File: src/rtl/shift_reg_sequencer.sv
// shift_reg_sequencer
// Turns one handshaked command (hold, shift toward bit 0, shift toward bit 3,
// or parallel load) into the per-cycle Select/SerialIn/Block drive of a
// downstream universal shift register. It also keeps a mirror of that
// register's contents.

module shift_reg_sequencer #(
  parameter int REG_W  = 4,
  parameter int DATA_W = 8,
  parameter int CNT_W  = 4
) (
  input  logic              Clock,
  input  logic              Reset,
  input  logic              CmdValid,
  output logic              CmdReady,
  input  logic [1:0]        CmdOp,
  input  logic [DATA_W-1:0] CmdData,
  input  logic [CNT_W-1:0]  CmdCount,
  output logic [1:0]        Select,
  output logic              SerialIn,
  output logic [REG_W-1:0]  Block,
  output logic              Busy,
  output logic              Done,
  output logic [REG_W-1:0]  Mirror
);

  // Operation encoding shared with the downstream Select input.
  localparam logic [1:0] OP_HOLD = 2'b00;  // keep contents
  localparam logic [1:0] OP_SHR  = 2'b01;  // shift toward bit 0, insert at top
  localparam logic [1:0] OP_SHL  = 2'b10;  // shift toward top, insert at bit 0
  localparam logic [1:0] OP_LOAD = 2'b11;  // parallel load from Block

  localparam logic [CNT_W-1:0] CNT_ZERO = {CNT_W{1'b0}};
  localparam logic [CNT_W-1:0] CNT_ONE  = {{(CNT_W-1){1'b0}}, 1'b1};

  typedef enum logic [1:0] {
    ST_IDLE = 2'd0,
    ST_EXEC = 2'd1,
    ST_DONE = 2'd2
  } state_t;

  // Number of EXEC cycles a command needs. A load always takes one cycle.
  // Shifts are limited to the number of data bits available. A hold uses
  // the count as given.
  function automatic logic [CNT_W-1:0] eff_count(input logic [1:0]       op,
                                                 input logic [CNT_W-1:0] count);
    logic [CNT_W-1:0] n;
    case (op)
      OP_LOAD: n = CNT_ONE;
      OP_SHR, OP_SHL: begin
        if (int'(count) > DATA_W) begin
          n = CNT_W'(DATA_W);
        end else begin
          n = count;
        end
      end
      OP_HOLD: n = count;
      default: n = count;
    endcase
    return n;
  endfunction

  state_t              state_q;
  logic [1:0]          op_q;        // captured operation
  logic [DATA_W-1:0]   data_q;      // serial bits still to be sent, LSB next
  logic [CNT_W-1:0]    cnt_q;       // EXEC cycles remaining after the current one
  logic [1:0]          select_q;
  logic                serial_q;
  logic [REG_W-1:0]    block_q;
  logic                done_q;
  logic [REG_W-1:0]    mirror_q;
  logic [REG_W-1:0]    mirror_d;
  logic [CNT_W-1:0]    n_s;

  assign n_s = eff_count(CmdOp, CmdCount);

  // Command FSM: acceptance, cycle counting and all registered drive outputs.
  always_ff @(posedge Clock or posedge Reset) begin
    if (Reset) begin
      state_q  <= ST_IDLE;
      op_q     <= OP_HOLD;
      data_q   <= {DATA_W{1'b0}};
      cnt_q    <= CNT_ZERO;
      select_q <= OP_HOLD;
      serial_q <= 1'b0;
      block_q  <= {REG_W{1'b0}};
      done_q   <= 1'b0;
    end else begin
      case (state_q)
        ST_IDLE: begin
          done_q <= 1'b0;
          if (CmdValid) begin
            op_q <= CmdOp;
            if (n_s != CNT_ZERO) begin
              // The first bit goes out immediately. The rest wait in data_q.
              state_q  <= ST_EXEC;
              select_q <= CmdOp;
              serial_q <= CmdData[0];
              data_q   <= {1'b0, CmdData[DATA_W-1:1]};
              cnt_q    <= n_s - CNT_ONE;
              block_q  <= (CmdOp == OP_LOAD) ? CmdData[REG_W-1:0] : {REG_W{1'b0}};
            end else begin
              // Zero-length command: go straight to completion.
              state_q  <= ST_DONE;
              select_q <= OP_HOLD;
              serial_q <= 1'b0;
              block_q  <= {REG_W{1'b0}};
              data_q   <= {DATA_W{1'b0}};
              cnt_q    <= CNT_ZERO;
              done_q   <= 1'b1;
            end
          end else begin
            state_q  <= ST_IDLE;
            select_q <= OP_HOLD;
            serial_q <= 1'b0;
            block_q  <= {REG_W{1'b0}};
          end
        end

        ST_EXEC: begin
          if (cnt_q == CNT_ZERO) begin
            state_q  <= ST_DONE;
            select_q <= OP_HOLD;
            serial_q <= 1'b0;
            block_q  <= {REG_W{1'b0}};
            done_q   <= 1'b1;
          end else begin
            // Another cycle of the same op, with the next data bit.
            state_q  <= ST_EXEC;
            cnt_q    <= cnt_q - CNT_ONE;
            select_q <= op_q;
            serial_q <= data_q[0];
            data_q   <= {1'b0, data_q[DATA_W-1:1]};
            block_q  <= {REG_W{1'b0}};
            done_q   <= 1'b0;
          end
        end

        ST_DONE: begin
          state_q  <= ST_IDLE;
          select_q <= OP_HOLD;
          serial_q <= 1'b0;
          block_q  <= {REG_W{1'b0}};
          done_q   <= 1'b0;
        end

        default: begin
          state_q  <= ST_IDLE;
          select_q <= OP_HOLD;
          serial_q <= 1'b0;
          block_q  <= {REG_W{1'b0}};
          done_q   <= 1'b0;
          cnt_q    <= CNT_ZERO;
        end
      endcase
    end
  end

  // Next mirror value: what the downstream register loads at the coming edge.
  always_comb begin
    mirror_d = mirror_q;
    case (select_q)
      OP_SHR:  mirror_d = {serial_q, mirror_q[REG_W-1:1]};
      OP_SHL:  mirror_d = {mirror_q[REG_W-2:0], serial_q};
      OP_LOAD: mirror_d = block_q;
      OP_HOLD: mirror_d = mirror_q;
      default: mirror_d = mirror_q;
    endcase
  end

  // Mirror register. It clears with the same reset as the downstream register.
  always_ff @(posedge Clock or posedge Reset) begin
    if (Reset) begin
      mirror_q <= {REG_W{1'b0}};
    end else begin
      mirror_q <= mirror_d;
    end
  end

  assign CmdReady = (state_q == ST_IDLE);
  assign Busy     = (state_q != ST_IDLE);
  assign Select   = select_q;
  assign SerialIn = serial_q;
  assign Block    = block_q;
  assign Done     = done_q;
  assign Mirror   = mirror_q;

endmodule

File: config.mk
export PLATFORM = sky130hd
export DESIGN_NAME = shift_reg_sequencer
export DESIGN_NICKNAME = d
export VERILOG_FILES = /design/src/rtl/shift_reg_sequencer.sv
export SDC_FILE = /design/constraint.sdc
export NUM_CORES = 1
export LEC_CHECK = 0
export CORE_MARGIN = 3
export CORE_UTILIZATION = 45
export CTS_BUF_LIST = sky130_fd_sc_hd__clkbuf_8
export DETAILED_ROUTE_END_ITERATION = 16
export PLACE_DENSITY = 0.83
export REMOVE_ABC_BUFFERS = 1
export SETUP_SLACK_MARGIN = 0.02
export SYNTH_ARGS = -nofsm -noshare
export SYNTH_HDL_FRONTEND = slang
export SYNTH_SLANG_ARGS = --single-unit
File: constraint.sdc
create_clock -name Clock -period 1.95 [get_ports Clock]
set_clock_uncertainty 0.15 [all_clocks]
set_input_delay 0.39 -clock Clock [delete_from_list [all_inputs] [get_ports Clock]]
set_output_delay 0.39 -clock Clock [all_outputs]
set_load 0.1 [all_outputs]
## Word level (Yosys, flattened, before mapping)

Cells that the tools add are included.

| word-level totals | value |
|---|---|
| register bits | 28 |
| output and inout port bits | 14 |

| operators by class | value |
|---|---|
| add/subtract/negate cells | 2 |
| $lt $le $gt $ge | 1 |
| equal/unequal tests | 10 |
| multiplexer cells | 31 |
| bitwise gates (word level) | 1 |
| reductions and logical operators | 11 |

Operators by type and width:

| cell | count |
|---|---|
| $pmux 4 s3 | 3 |
| $mux 4 | 8 |
| $mux 8 | 2 |
| $pmux 8 s2 | 1 |
| $mux 2 | 6 |
| $eq 2x2->1 const B | 5 |
| $pmux 2 s2 | 2 |
| $sub 4x1->4 const B | 2 |
| $mux 7 | 1 |
| $eq 2x1->1 const B | 3 |
| $logic_not 2->1 | 3 |
| $mux 1 | 6 |
| $reduce_and 3->1 | 2 |
| $gt 4x4->1 const B | 1 |
| $logic_not 4->1 | 1 |
| $ne 2x2->1 const B | 2 |
| $pmux 1 s2 | 2 |
| $reduce_bool 2->1 | 2 |
| $reduce_bool 4->1 | 1 |
| $reduce_and 2->1 | 1 |
| $reduce_or 2->1 | 1 |
| $not 1->1 | 1 |

## Logic depth before layout (Yosys ltp)

Gate-level depths: netlist of run 1.

| depth | value |
|---|---|
| word-level depth | 7 |
| depth in mapped cells | 8 |
| gate-level depth less buffers | 8 |

## Worst setup path after synthesis of run 1

Ideal clock, no wire load.

| path | value |
|---|---|
| kind | flip-flop to flip-flop |
| from | register, netlist name Done |
| to | register cnt_q[2] |
| library setup time | 0.126 ns |
| arrival time | 2.319 ns |
| required time | 1.674 ns |
| setup slack | -0.645 ns |
| cell stages (with the launch flop) | 6 |
| path buffers | 0 |
| period minus slack after synthesis | 2.595 ns |
| cell sequence | dfrtp_1 -> or2_4 -> inv_2 -> nand2_4 -> nor2_4 -> a221o_1 |

RTL lines:

| element | line | source |
|---|---|---|
| end signal: assignment | 100 | `cnt_q <= n_s - CNT_ONE;` |
| end signal: assignment | 130 | `cnt_q <= cnt_q - CNT_ONE;` |
| end: declaration | 66 | `logic [CNT_W-1:0] cnt_q;` |

## Worst setup path in the final report of run 1

| path | value |
|---|---|
| from | input port CmdOp[1] |
| to | register cnt_q[2] |

| between the ends | value |
|---|---|
| cells in the longest elaborated chain, start to end | 7 |
| elaborated cells between the ends (all ways) | 11 |
| classes of those cells | 1 x add/sub; 3 x eq/ne; 4 x mux; 3 x reduce/logical |

RTL lines:

| element | line | source |
|---|---|---|
| start: declaration | 16 | `input logic [1:0] CmdOp,` |
| $eq 2x1->1 or $eq 2x2->1 (tied branches) | 48 | `case (op)` |
| $reduce_or 2->1 | 48 |  |
| $pmux 4 s3 * | 48 |  |
| $sub 4x1->4 or $reduce_bool 4->1 (tied branches) | 100, 94 |  |
| $mux 4 * | 94 | `if (n_s != CNT_ZERO) begin` |
| $mux 4 * | 92 | `if (CmdValid) begin` |
| $pmux 4 s3 * | 89 | `case (state_q)` |

Mark *: on every way between the ends. The rest lies on a longest branch, timed or not. The select of a mux whose other input is x is not followed.
A chain may end at the register's enable or synchronous reset.

==> results of run 1 <==
[per-layer routing]
metal	vias to the layer above	GRT usage
li1	568	-
met1	588	0.248
met2	41	0.395
met3	7	0.0414
met4	0	0.0580
met5	-	0
[worst max-delay path by stage]
stage	cells past startpoint	to	slack (ns)	start
after CTS	9	cnt_q[2]	0.0007	CmdOp[1]
after global routing	9	cnt_q[2]	-0.09	CmdOp[1]
after floorplan	5	cnt_q[2]	-0.64	Done
final	9	cnt_q[2]	-0.04	CmdOp[1]
after detailed placement	9	cnt_q[2]	-0.81	CmdOp[0]
after global placement	8	cnt_q[2]	-0.66	CmdOp[0]
[per-stage QoR]
stage	instance area, sq um	worst slack, ns	power [W]	utilization
floorplan	1390	-0.645	0.00230	-
global placement	2020	-0.657	0.00297	0.702
detailed placement	2020	-0.810	0.00305	0.702
CTS	2150	0.000700	0.00356	0.749
global route	2200	-0.0866	0.00379	0.766
finish	2200	-0.0359	0.00361	0.766
[state kept, by name, summed over array words and instances (netlist names)]
register	flops
Block	4
Done	1
Mirror	4
Select	2
SerialIn	1
cnt_q	4
data_q	7
op_q	2
state_q	1
[cells by family (layout without fill, tap and decap cells)]
logic type               Yosys count  count (layout)
AND/OR/NAND/NOR                   45              46
adder cells (fa/ha/maj)            7               7
XOR/XNOR                           3               3
multiplexers                       6               6
flip-flops                        26              26
AO/OA/AOI/OAI                     26              26
buffers and inverters             11              64
[worst register-to-register path, stage by stage, from the launching register on]
cell and delay (ns):
dfrtp_1 0.39, inv_1 0.12, ha_1 0.18, nor3b_2 0.33, nand2_1 0.11, o21ai_2 0.12, mux2_4 0.33
[where the power goes]
part	total [W]	internal, W	switching (W)	leakage (nW)
Sequential	0.000984	0.000746	0.000237	0.333
Combinational	0.00217	0.000898	0.00128	0.617
Clock	0.000452	0.000275	0.000178	0.0357
Total	0.00361	0.00192	0.00169	0.985
[cell type report]
type | instances | area (sq um) | area share
tap | 42 | 52.6 | 0.0239
clock buffer | 3 | 41.3 | 0.0188
multi-input combinational | 88 | 777 | 0.353
sequential | 26 | 651 | 0.295
timing repair buffer | 52 | 613 | 0.278
clock inverter | 1 | 30.0 | 0.0136
inverter | 8 | 37.5 | 0.0170
[Yosys cell counts, types with 2 or more instances]
| cell type | count | share of area |
|---|---|---|
| inv_1 | 7 | 0.019 |
| and3_1 | 4 | 0.018 |
| o211ai_1 | 2 | 0.011 |
| mux4_2 | 4 | 0.064 |
| dfrtp_1 | 26 | 0.46 |
| a31oi_1 | 6 | 0.027 |
| nor3_1 | 2 | 0.0071 |
| nand3_1 | 6 | 0.021 |
| nor2_1 | 8 | 0.021 |
| nand2_1 | 10 | 0.027 |
| nor2b_1 | 4 | 0.018 |
| ha_1 | 7 | 0.062 |
| o21ai_0 | 2 | 0.0071 |
| a22o_1 | 4 | 0.025 |
| a221o_1 | 2 | 0.014 |
| nor2_2 | 2 | 0.0088 |
| xor2_1 | 2 | 0.012 |
[what timing repair did]
item | in CTS | in global routing
gates resized for setup | 23 | 9
endpoints found under the setup margin | 21 | 18
pin swaps | 7 | 11
setup buffers | 2 | 2
cloned | 1 | 0
hold endpoints to repair | 0 | 0
hold buffers | 0 | 0
[placed cells by master, fill, tap and decap left out, drive strengths merged, types with 2 or more instances in the layout]
| master | instances |
|---|---|
| buf | 38 |
| dfrtp | 26 |
| clkdlybuf4s50 | 12 |
| nor2 | 12 |
| nand2 | 11 |
| inv | 8 |
| ha | 7 |
| nand3 | 6 |
| a31oi | 6 |
| mux4 | 4 |
| a22o | 4 |
| and3 | 4 |
| clkbuf | 4 |
| nor2b | 4 |
| o21ai | 3 |
| o211ai | 2 |
| xor2 | 2 |
| a221o | 2 |
| nor3 | 2 |
| nor3b | 2 |
| nor4 | 2 |
==> results.tsv, run 1 <==
stage	metric	value	unit
status	status	finished with violations	
status	violations	setup timing	
placed_design	place_inst	211	
worst_setup_path	crit_type	input port to flip-flop	
final_layout	fill_cells	186	
worst_hold_path	min-delay-start	CmdOp[1]	
cts	root_buffer	clkbuf_8	
worst_hold_path	min_to	op_q[1]	
worst_setup_path	cp.required	1.96	ns
timing	fmax	504	MHz
die	row_count	19	
logic_synthesis	synth_warnings	0	
cts	clkTransAtPathRegs	0.09	ns
timing	rsz0062_at_grt	true	
routing	met2_length	2140	um
timing	holdWs	0.258	ns
logic_synthesis	synthCells	124	
die	io_pins	31	
worst_setup_path	worstPathArrival	1.99	ns
final_layout	area_growth	55.5	%
worst_setup_path	worstReg2RegEnd	cnt_q[1]	
pwr	leakage	0.985	nW
grt	globalRouteOverflowTotal	0	
timing	hold_violations	0	
worst_hold_path	min_path_cells	3	
routing	wl	3980	um
logic_synthesis	synth_xor_area_frac	0.0186	
timing	setup_viol	2	
worst_setup_path	slowest_delay	0.33	ns
routing	drt-initial-drc-count	58	
logic_synthesis	yosys.area_share.simple	0.179	
logic_synthesis	synthAdderAreaFrac	0.0618	
routing	routed.top_layer	met4	
cts	htreeDepth	1	
grt	antenna_found_initial	0	
die	die_area	3860	sq um
logic_synthesis	synth_compound_area_frac	0.164	
logic_synthesis	synth_area	1420	sq um
die	coreArea	2880	sq um
grt	grt_pass1_vias	1336	
logic_synthesis	synth_edf_count	0	
timing	final_max_slew_viol_count	0	
timing	setup_tns	-0.0493	ns
routing	ant_nets	0	
routing	viasPerCell	5.47	
logic_synthesis	ys_seq_elements	26	
cts	cts_max_path_buffers	2	
die	start_util	0.492	
logic_synthesis	yosysSeqAreaShare	0.459	
worst_setup_path	critPathLaunchType	input port	
logic_synthesis	yosysUniqueCellTypes	43	
grt	grt_pass1_wl	6600	um
grt	grt_usage	0.212	
cts	clkLatencyLatePin	0.27	ns
timing	maxSlewHeadroom	0.744	
timing	finalWorstSetupSlack	-0.0359	ns
timing	layout_min_cycle_time	1.99	ns
worst_setup_path	path_buf_inv	2	
timing	min_period_over_period	1.02	
grt	grt_max_degree	27	
die	die_h	62.1	um
worst_setup_path	crit_chain	buf_6 -> inv_4 -> ha_4 -> nor2b_4 -> o211ai_1 -> ha_2 -> o31a_4 -> nor2_4 -> a221o_1	
logic_synthesis	synthMuxAreaShare	0.0786	
routing	remaining_drc_errors	0	
cts	cts_made_buffers	3	
timing	tightest_slew	0.385	ns
worst_setup_path	critPathTopFamily	compound AO/OA/AOI/OAI gates	
worst_setup_path	critPathMaxFanout	5	
placed_design	io_buffers	30	
final_layout	diodes	0	
worst_setup_path	end_kind	flip-flop	
logic_synthesis	syn_area_per_cell	11.4	sq um
final_layout	stdcell_count	220	
pwr	power_density	1640	nW/um^2
worst_setup_path	r2r_start	cnt_q[0]	
die	die_w	62.1	um
placed_design	dp_hpwl	2680	um
routing	wl_met3	193	um
worst_setup_path	r2r_setup_slack	0.11	ns
final_layout	final_layout_size_suffix_gt1_frac	0.393	
routing	m1WireLength	1570	um
cts	clock-sinks	26	
logic_synthesis	ys.flop_type	dfrtp_1	
final_layout	layout.nets	203	
placed_design	place.gp.congestion	0.855	
routing	detail_route.wl_per_cell	18.1	um
logic_synthesis	synth_top_family_by_area	simple AND/OR/NAND/NOR gates	
worst_hold_path	min_path_type	input port to flip-flop	
logic_synthesis	synthArstFlopShare	1.00	
job	drv_cap	0	
worst_setup_path	crit_slowest_cell	a221o_1	
pwr	ir_worst_vdd	1.42	mV
routing	drt_pass1_iterations	4	
worst_setup_path	rr_worst_depth	6	
routing	vias	1204	
cts	cts_tree	built	
(Power assumes the default switching activity.)
==> run 2: changes to the inputs <==
- CELL_PAD_IN_SITES_DETAIL_PLACEMENT: unset -> 0
- CELL_PAD_IN_SITES_GLOBAL_PLACEMENT: unset -> 1
- CORE_UTILIZATION: 45 -> 41
- PLACE_DENSITY: 0.83 -> 0.93
==> run 2 against run 1 <==
  * The flow now finishes without violations
  * Cell count did not move
  * Critical endpoint unchanged
  * Sequential share of layout area rose by 0.87 points
  * Register-to-register slack barely moved
  * Worst setup slack improved by 0.084 ns
==> results.tsv, run 2 (synthesis results as in run 1) <==
stage	metric	value	unit
final_layout	largest_register_ffs	7	
timing	min_period_over_period	0.975	
worst_setup_path	path_buf_inv	2	
timing	layout_min_cycle_time	1.90	ns
timing	fmax	526	MHz
grt	grt_max_degree	27	
worst_setup_path	crit_type	input port to flip-flop	
routing	viasPerCell	5.37	
timing	setup_tns	0	ns
worst_setup_path	cp-endpoint	cnt_q[2]	
timing	finalWorstSetupSlack	0.0481	ns
cts	clock-sinks	26	
placed_design	place.gp.congestion	0.783	
final_layout	multi_input_area	753	sq um
placed_design	io_buffers	30	
routing	remaining_drc_errors	0	
worst_setup_path	critPathMaxFanout	5	
timing	rsz0062_at_grt	true	
worst_setup_path	r2r_setup_slack	0.11	ns
worst_setup_path	critPathTopFamily	compound AO/OA/AOI/OAI gates	
cts	cts_made_buffers	3	
worst_setup_path	crit_slowest_cell	a221o_1	
cts	clkLatencyLatePin	0.27	ns
cts	root_buffer	clkbuf_8	
final_layout	diodes	0	
grt	globalRouteOverflowTotal	0	
timing	hold_violations	0	
cts	cts_tree	built	
worst_hold_path	min_path_type	input port to flip-flop	
worst_setup_path	rr_worst_depth	6	
placed_design	dpl_cell_area	2020	sq um
routing	detail_route.wl_per_cell	15.6	um
routing	drt_pass1_iterations	5	
worst_setup_path	critPathLaunchType	input port	
final_layout	fill_cells	245	
cts	cts_max_path_buffers	2	
grt	grt_pass1_vias	1194	
final_layout	regMostFlops	data_q	
routing	drt-initial-drc-count	51	
timing	final_max_slew_viol_count	0	
status	status	finished, final reports clean	
worst_setup_path	worstReg2RegEnd	cnt_q[1]	
placed_design	place_ws	-0.867	ns
grt	grt_pass1_wl	5790	um
cts	htreeDepth	1	
worst_setup_path	cp.required	1.96	ns
cts	clkTransAtPathRegs	0.09	ns
placed_design	dp_hpwl	2570	um
pwr	leakage	0.960	nW
final_layout	mostFrequentLayoutCells	dfrtp_1 (25), buf_4 (20), buf_12 (14)	
pwr	ir_worst_vdd	1.30	mV
worst_setup_path	r2r_start	cnt_q[0]	
routing	ant_nets	0	
routing	wl	3430	um
die	row_count	20	
final_layout	area_growth	51.3	%
final_layout	area.sequential	652	sq um
job	drv_cap	0	
die	die_w	64.8	um
die	die_h	64.8	um
cts	hold_buffers	0	
final_layout	final_layout_size_suffix_gt1_frac	0.386	
final_layout	layout.nets	201	
worst_setup_path	crit_chain	buf_8 -> inv_6 -> ha_4 -> nor2b_4 -> o211ai_1 -> ha_2 -> o31a_4 -> nor2_4 -> a221o_1	
timing	maxSlewHeadroom	0.731	
timing	setup_viol	0	
timing	tightest_slew	0.403	ns
final_layout	final_area	2140	sq um
worst_setup_path	cp.depth	9	
worst_setup_path	end_kind	flip-flop	
die	io_pins	31	
die	die_area	4200	sq um
die	start_util	0.446	
pwr	power_density	1590	nW/um^2
worst_setup_path	worstPathArrival	1.92	ns
worst_setup_path	slowest_delay	0.30	ns
die	coreArea	3180	sq um
worst_setup_path	crit_path_start	CmdOp[1]	
final_layout	final_common_cell	dfrtp_1	
pwr	power	0.00341	W
routing	vias	1182	
grt	antenna_found_initial	0	
grt	grt_usage	0.179	
==> run 2: power breakdown <==
group	internal [W]	switching [W]	leakage (nW)	total (W)
registers	0.000749	0.000231	0.332	0.000980
logic	0.000861	0.00122	0.600	0.00208
clock network	0.000180	0.000167	0.0288	0.000347
==> run 2: worst min path at each step <==
stage / depth (start not counted) / to / from / slack, ns
finish: 3 / op_q[1] / CmdOp[1] / 0.23
global route: 3 / op_q[1] / CmdOp[1] / 0.23
CTS: 3 / op_q[1] / CmdOp[1] / 0.24
detailed placement: 1 / data_q[6] / data_q[6] / 0.35
global placement: 1 / SerialIn / data_q[0] / 0.33
floorplan: 1 / Block[0] / Reset / 0.28
==> run 2: metrics by stage <==
| stage | std cells | utilization | hold WS [ns] |
|---|---|---|---|
| 5_1_grt | 220 | 0.674 | 0.235 |
| 3_5_place_dp | 212 | 0.634 | 0.347 |
| 4_1_cts | 219 | 0.670 | 0.245 |
| 2_1_floorplan | 121 | - | 0.280 |
| 3_3_place_gp | 212 | 0.634 | 0.333 |
| 6_report | 220 | 0.674 | 0.233 |
==> run 2: timing repair <==
action,4_1_cts,5_1_grt
setup endpoints to repair,21,10
hold endpoints to repair,0,0
resized for setup,22,6
setup buffers,2,1
gates cloned,1,0
pin swaps,7,5
==> run 2: per-layer routing <==
| layer | up-vias | share of wire | track usage |
|---|---|---|---|
| met1 | 578 | 0.42 | 0.212 |
| met4 | 0 | 0.0079 | 0.0475 |
| li1 | 561 | - | - |
| met2 | 39 | 0.52 | 0.337 |
| met3 | 4 | 0.054 | 0.0208 |
| met5 | - | 0 | 0 |
==> run 2: layout make-up <==
type                    instances  share of cell area
multi-input cells              88               0.351
inverters                       8              0.0175
clock buffers                   4              0.0257
well taps                      44              0.0257
flip-flops and latches         26               0.304
repair buffers                 50               0.276
==> run 2: tightest hold or removal path: cells and delay by family <==
| kind | cells | cell delay, ns |
|---|---|---|
| buf+inv | 2 | 0.15 |
| compound gates | 1 | 0.07 |
==> run 3: changes to the inputs <==
- HOLD_SLACK_MARGIN: unset -> 0.05
==> results of run 3 <==
No change in the layout: final DEF, timing and power equal those of run 2.
